--- src/rtl/sequential_divider.sv ---
`timescale 1ns/1ps
// Iterative unsigned restoring divider: one quotient bit per clock, with
// valid/ready handshakes on both the operand and the result side.
module sequential_divider #(
    parameter int input_width  = 4,
    parameter int output_width = 8
) (
    input  logic                    clk,
    input  logic                    rst_n,
    input  logic                    in_valid,
    output logic                    in_ready,
    input  logic [output_width-1:0] dividend,
    input  logic [input_width-1:0]  divisor,
    output logic                    out_valid,
    input  logic                    out_ready,
    output logic [output_width-1:0] quotient,
    output logic [input_width-1:0]  remainder,
    output logic                    div_by_zero
);

    // Extra MSB flags "all steps done" once the counter wraps below zero.
    localparam int count_w = $clog2(output_width) + 1;

    typedef enum logic [1:0] {IDLE, CALC, DONE} state_t;

    state_t                  state, state_next;
    logic [output_width-1:0] dividend_reg, quotient_reg;
    logic [input_width-1:0]  divisor_reg, partial_rem, rem_next;
    logic [count_w-1:0]      count;
    logic                    dbz_reg;
    logic [input_width:0]    trial;
    logic                    trial_ge;
    logic                    accept;
    logic                    steps_done;

    assign accept     = (state == IDLE) && in_valid;
    assign steps_done = count[count_w-1];

    // Handshake outputs decode the state register only.
    assign in_ready    = (state == IDLE);
    assign out_valid   = (state == DONE);
    assign quotient    = quotient_reg;
    assign remainder   = partial_rem;
    assign div_by_zero = dbz_reg;

    // NOTE: sequential state uses non-blocking (<=) so every register samples pre-edge values.
    always_ff @(posedge clk or negedge rst_n) begin
        if (!rst_n) state <= IDLE;
        else        state <= state_next;
    end

    // NOTE: default assignment first keeps this block free of inferred latches.
    always_comb begin
        state_next = state;
        case (state)
            IDLE: if (in_valid) state_next = (divisor == '0) ? DONE : CALC;
            CALC: if (steps_done) state_next = DONE;
            DONE: if (out_ready) state_next = IDLE;
            default: state_next = IDLE;
        endcase
    end

    // Trial is one bit wider than the divisor so the compare cannot overflow.
    always_comb begin
        trial    = {partial_rem, dividend_reg[output_width-1]};
        trial_ge = (trial >= {1'b0, divisor_reg});
        rem_next = trial_ge ? input_width'(trial - {1'b0, divisor_reg})
                            : trial[input_width-1:0];
    end

    // NOTE: every datapath register is reset so no residue of an aborted divide survives.
    always_ff @(posedge clk or negedge rst_n) begin
        if (!rst_n) begin
            dividend_reg <= '0;
            divisor_reg  <= '0;
            partial_rem  <= '0;
            quotient_reg <= '0;
            count        <= '0;
            dbz_reg      <= 1'b0;
        end else if (accept) begin
            dividend_reg <= dividend;
            divisor_reg  <= divisor;
            if (divisor == '0) begin
                quotient_reg <= '1;
                partial_rem  <= dividend[input_width-1:0];
                dbz_reg      <= 1'b1;
            end else begin
                quotient_reg <= '0;
                partial_rem  <= '0;
                count        <= count_w'(output_width - 1);
                dbz_reg      <= 1'b0;
            end
        end else if (state == CALC && !steps_done) begin
            dividend_reg <= dividend_reg << 1;
            partial_rem  <= rem_next;
            quotient_reg <= {quotient_reg[output_width-2:0], trial_ge};
            count        <= count - 1'b1;
        end
    end

endmodule

--- config.mk ---
export PLATFORM = sky130hd
export DESIGN_NAME = sequential_divider
export DESIGN_NICKNAME = d
export VERILOG_FILES = /design/src/rtl/sequential_divider.sv
export SDC_FILE = /design/constraint.sdc
export NUM_CORES = 1
export LEC_CHECK = 0
export ABC_AREA = 1
export CORE_ASPECT_RATIO = 2
export CORE_UTILIZATION = 48
export CTS_BUF_LIST = sky130_fd_sc_hd__clkbuf_2
export CTS_CLUSTER_SIZE = 28
export DETAILED_ROUTE_END_ITERATION = 8
export PLACE_DENSITY = 0.77
export SLEW_MARGIN = 0
export SYNTH_ARGS = -nofsm -noshare
export SYNTH_HDL_FRONTEND = slang
export SYNTH_SLANG_ARGS = --single-unit
--- constraint.sdc ---
create_clock -name clk -period 1.67 [get_ports clk]
set_input_delay 0.334 -clock clk [delete_from_list [all_inputs] [get_ports clk]]
set_output_delay 0.334 -clock clk [all_outputs]
set_load 0.01 [all_outputs]
# After elaboration in Yosys (flattened, before gate mapping)

Index checks and enable logic that the tools add are counted.

$add $sub $neg: 2
Magnitude comparators: 1
Eq/ne operators: 6
Multiplexer cells: 18
Reduce and logical (&&, ||, !) cells: 8

Operator list:

| operator                                                                 | number |
|---|---|
| 8-bit two-way mux                                                        | 5 |
| 4-bit two-way mux                                                        | 7 |
| 2-bit two-way mux                                                        | 4 |
| 2-bit inequality test (second input constant)                            | 3 |
| 2-bit one-hot mux with 3 select lines                                    | 1 |
| 5-bit by 4-bit greater-or-equal comparator with 1-bit output             | 1 |
| 4-bit zero test                                                          | 1 |
| 4-bit by 1-bit subtractor with 4-bit output (second input constant)      | 1 |
| 4-bit subtractor                                                         | 1 |
| 3-bit AND reduction                                                      | 1 |
| 2-bit by 1-bit == test with 1-bit output (second input constant)         | 1 |
| 2-bit == test (second input constant)                                    | 1 |
| 1-bit logical AND                                                        | 2 |
| 2-bit zero test                                                          | 1 |
| 2-bit by 1-bit inequality test with 1-bit output (second input constant) | 1 |
| 2-bit AND reduction                                                      | 1 |
| 2-bit nonzero test                                                       | 1 |
| 1-bit zero test                                                          | 1 |
| 1-bit two-way mux                                                        | 1 |

Flip-flop bits (word level): 31
Output and inout port bits: 15
Word-level logic and storage cells: 42

# Depth between registers and ports, before layout

Depth after elaboration: 4
Gate-level depth with buffers: 12
Gate-level depth less buffers: 12

# Worst setup path after synthesis

No wires, ideal clock.

Path type: flip-flop to flip-flop
From: reg partial_rem[1] (netlist: remainder[1])
To: reg partial_rem[3] (netlist: remainder[3])
Data arrival time: 1498 ps
Data required time: 1557 ps
Path slack: 60 ps
Stages on the path, launching flop included: 10
Clock period less this slack: 1610 ps
Path through: dfrtp_1 -> ha_1 -> a21oi_1 -> nand2_1 -> nand2_1 -> nand2_1 -> nand3_1 -> nand3_1 -> nand2_1 -> inv_1

Longest elaborated chain between the ends: 4

Ends and longest elaborated chain:

| item                                                                                             | RTL line | source |
|---|---|---|
| from (decl)                                                                                      | 28       | `logic [input_width-1:0] divisor_reg, partial_rem, rem_next;` |
| from (signal assigned)                                                                           | 85       | `partial_rem <= dividend[input_width-1:0];` |
| from (signal assigned)                                                                           | 95       | `partial_rem <= rem_next;` |
| 4-bit subtractor or 5-bit by 4-bit greater-or-equal comparator with 1-bit output (tied branches) | 67, 66   |  |
| 4-bit two-way mux (*)                                                                            | 67       | `rem_next = trial_ge ? input_width'(trial - {1'b0, divisor_reg})` |
| 4-bit two-way mux (*)                                                                            | 93       | `end else if (state == CALC && !steps_done) begin` |
| 4-bit two-way mux (*)                                                                            | 80       | `end else if (accept) begin` |

Mark *: on every way between the ends. The rest lies on a longest branch, timed or not. The select of a mux whose other input is x is not followed.
A chain may end at the register's enable or synchronous reset.

# Worst setup path after layout

From: reg partial_rem[3] (netlist: remainder[3])
To: out remainder[3]

RTL lines:

| item      | RTL line | source |
|---|---|---|
| to (decl) | 17       | `output logic [input_width-1:0] remainder,` |

No word-level cell between the ends.

==> out/summary.txt <==
Setup WS post-layout = 0.0379 ns
Critical path required time = 1.34 ns
Max H-tree Level = 2
Clock Skew = 0.0140 ns
Max-cap violations = 0
Share of cells above drive strength 1 = 0.244
Portion of the post-synthesis area used by sequential elements = 0.473
Number of hold violations in the final report = 0
Transition time at the pin with the least slew margin = 0.385 ns
Number of buffers on the longest clock path = 2
Pre-CTS WS = 0.0195 ns
Pin count of the biggest net entering global routing = 32
Post-Synthesis Net Count = 217
Post-DR vias/cell = 5.20
Number of nets in the finished design = 275
Clock transition at the registers of the reported paths = 0.15 ns
Commonest non-fill, non-tap cells in the layout = sky130_fd_sc_hd__nand2_1 (39), sky130_fd_sc_hd__dfrtp_1 (30), sky130_fd_sc_hd__buf_4 (25), sky130_fd_sc_hd__inv_1 (24), sky130_fd_sc_hd__nor2_1 (22)
Standard cell core area = 3230 um2
Cells along the critical path = clkdlybuf4s50_1
Synthesis Warnings = 0
Final period util = 0.977
Clock root buffer = sky130_fd_sc_hd__clkbuf_2
Relative area change from synthesis to final layout = 36.4%
Post-synthesis adder-cell area fraction = 0.0504
Slowest library cell on the worst path = sky130_fd_sc_hd__clkdlybuf4s50_1
TritonCTS clock tree = done
Setup Crit Path Kind = reg2out
Post-detailed-route count of antenna-violating nets = 0
Estimated wirelength of the detail-placed design = 2770 um
Total leakage power = 1.22 nW
Number of standard cells in the layout, taps in and fillers out = 285
Critical path's largest stage delay = 0.54 ns
Number of remaining DRC errors = 0
Floorplan die height = 84.6 um
Routing layer with the top usage in global route = met2
Final GP Congestion = 0.839
Nature of the critical path startpoint = flip-flop
Post-layout minimum cycle time = 1.63 ns
Remaining global-route overflow = 0
Simple-gate share of the synthesized area = 0.265
Share of the synthesized area in compound gates (AO/OA/AOI/OAI) = 0.111
CP Max Fanout = 2
First-pass GRT wire length = 6160 um
Proportion of synthesized area in mux cells = 0
Slew margin rel. = 0.743
Bufs and invs on worst path = 1
Final Max Tran Viols = 0
Overall die area = 3670 um2
Post-synth EDFFs = 0
First-pass iteration count of the detailed router = 4
Number of different library cells in the post-synthesis netlist = 28
Effective utilization at floorplan = 0.508
Synth Instances = 195
Via count = 1483
Post-Synthesis Cell Area = 1640 um2
Core Util, Final = 0.692
Sinks on Clock Net = 31
Largest family of logic cells by synthesized area = simple AND/OR/NAND/NOR gates
Global-route usage over all layers = 0.228
Worst vdd ir = 0.00152 V
Max Clock Freq = 613 MHz
Drt initial violations = 18
Number of diodes added for antenna fixing = 0
Total detailed-routing wirelength = 3630 um
Global-route met3 utilization = 0.0538
Number of top-level design ports = 31
Register bit total from synthesis = 31
Number of port buffers = 30
Endpoint kind of the worst setup timing path = primary output
Final hold slack = 0.337 ns
Die Width = 43.3 um
Min-delay worst type = in2async
Wire length per cell = 12.7 um
Sum of negative setup slack = 0 ns
Cell count after placement = 264
Endpoints failing setup = 0
Result of the run = complete, no violations
Async S/R FF share, synth = 1.00
Most common cell after layout, fill and taps aside = sky130_fd_sc_hd__nand2_1
Clock latency at the later pin of the worst-skew pair = 0.37 ns
Commonest register cell after synthesis = sky130_fd_sc_hd__dfrtp_1
GR met2 Demand/Resource = 0.395
Fraction of synthesized cell area in xor and xnor cells = 0.00534
Total power per unit cell area = 2190 nW/um2
Initial antenna violation count = 0
Worst path top cell family by delay = buffers and inverters
TritonCTS buffer count = 5
Row count = 29
Routing usage on met1 = 0.247
Worst EP arrival = 1.30 ns
Via count of the first global-routing pass = 1434
Avg Synthesized Cell Area = 8.41 um2
==> synthesized netlist by cell type, types with 3 or more instances <==
cell,count,area [um2]
sky130_fd_sc_hd__nand2_1,40,150
sky130_fd_sc_hd__o21ai_0,5,25.0
sky130_fd_sc_hd__nand3_1,10,50.1
sky130_fd_sc_hd__a21oi_1,6,30.0
sky130_fd_sc_hd__nand4_1,5,31.3
sky130_fd_sc_hd__nand2_4,5,56.3
sky130_fd_sc_hd__inv_2,5,18.8
sky130_fd_sc_hd__o21ai_1,8,40.0
sky130_fd_sc_hd__o22ai_1,3,18.8
sky130_fd_sc_hd__nor2_1,22,82.6
sky130_fd_sc_hd__ha_1,5,62.6
sky130_fd_sc_hd__inv_1,26,97.6
sky130_fd_sc_hd__dfrtp_1,31,776
==> final cells by class <==
type	instances	area [um2]
clock inverters	2	7.51
inverters	31	119
fillers	257	993
well taps	31	38.8
repair buffers	56	520
clock buffers	6	30.0
multi-input cells	128	743
flip-flops and latches	31	777
==> final timing paths <==
kind | startpoint | to | slack [ns] | depth (start not counted)
worst max-delay path | remainder[3] | remainder[3] | 0.04 | 1
worst min-delay path | rst_n | quotient[5] | 0.34 | 2
worst max register to register | remainder[0] | remainder[2] | 0.10 | 12
worst min register to register | dividend_reg[0] | dividend_reg[0] | 0.50 | 2
max in group asynchronous | rst_n | state[0] | 1.01 | 2
min in group clk | dividend_reg[0] | dividend_reg[0] | 0.50 | 2
==> cells by family (layout without fill, tap and decap cells) <==
family          after synthesis  count (layout)
flops                        31              31
simple gates                 91              91
fa+ha+maj                     6               6
compound gates               30              30
buf+inv                      36              95
xor+xnor                      1               1
==> what timing repair did <==
action / CTS / global route
resized for setup: 10 / 12
endpoints found under the setup margin: 8 / 15
hold buffers: 0 / 0
setup buffers: 8 / 5
pin swaps: 0 / 1
==> stage by stage <==
step / cell area [um2] / power (mW)
CTS: 2170 / 4.87
detailed placement: 2050 / 4.31
floorplan: 1640 / 3.24
finish: 2240 / 4.91
global placement: 2050 / 4.24
global route: 2240 / 5.38
==> power breakdown <==
group	total (mW)	internal (mW)	leakage, nW	switching [mW]
clock	0.347	0.101	0.0281	0.247
sequential	1.36	1.13	0.371	0.222
combinational	3.20	1.54	0.820	1.66
total	4.91	2.78	1.22	2.13
==> metal layers <==
layer  vias to the layer above  share of wire
met5                         -              0
met4                         0          0.031
met3                         9          0.025
met2                        23           0.57
met1                       712           0.38
li1                        739              -
Note: power is estimated with default switching activity, not from simulation.
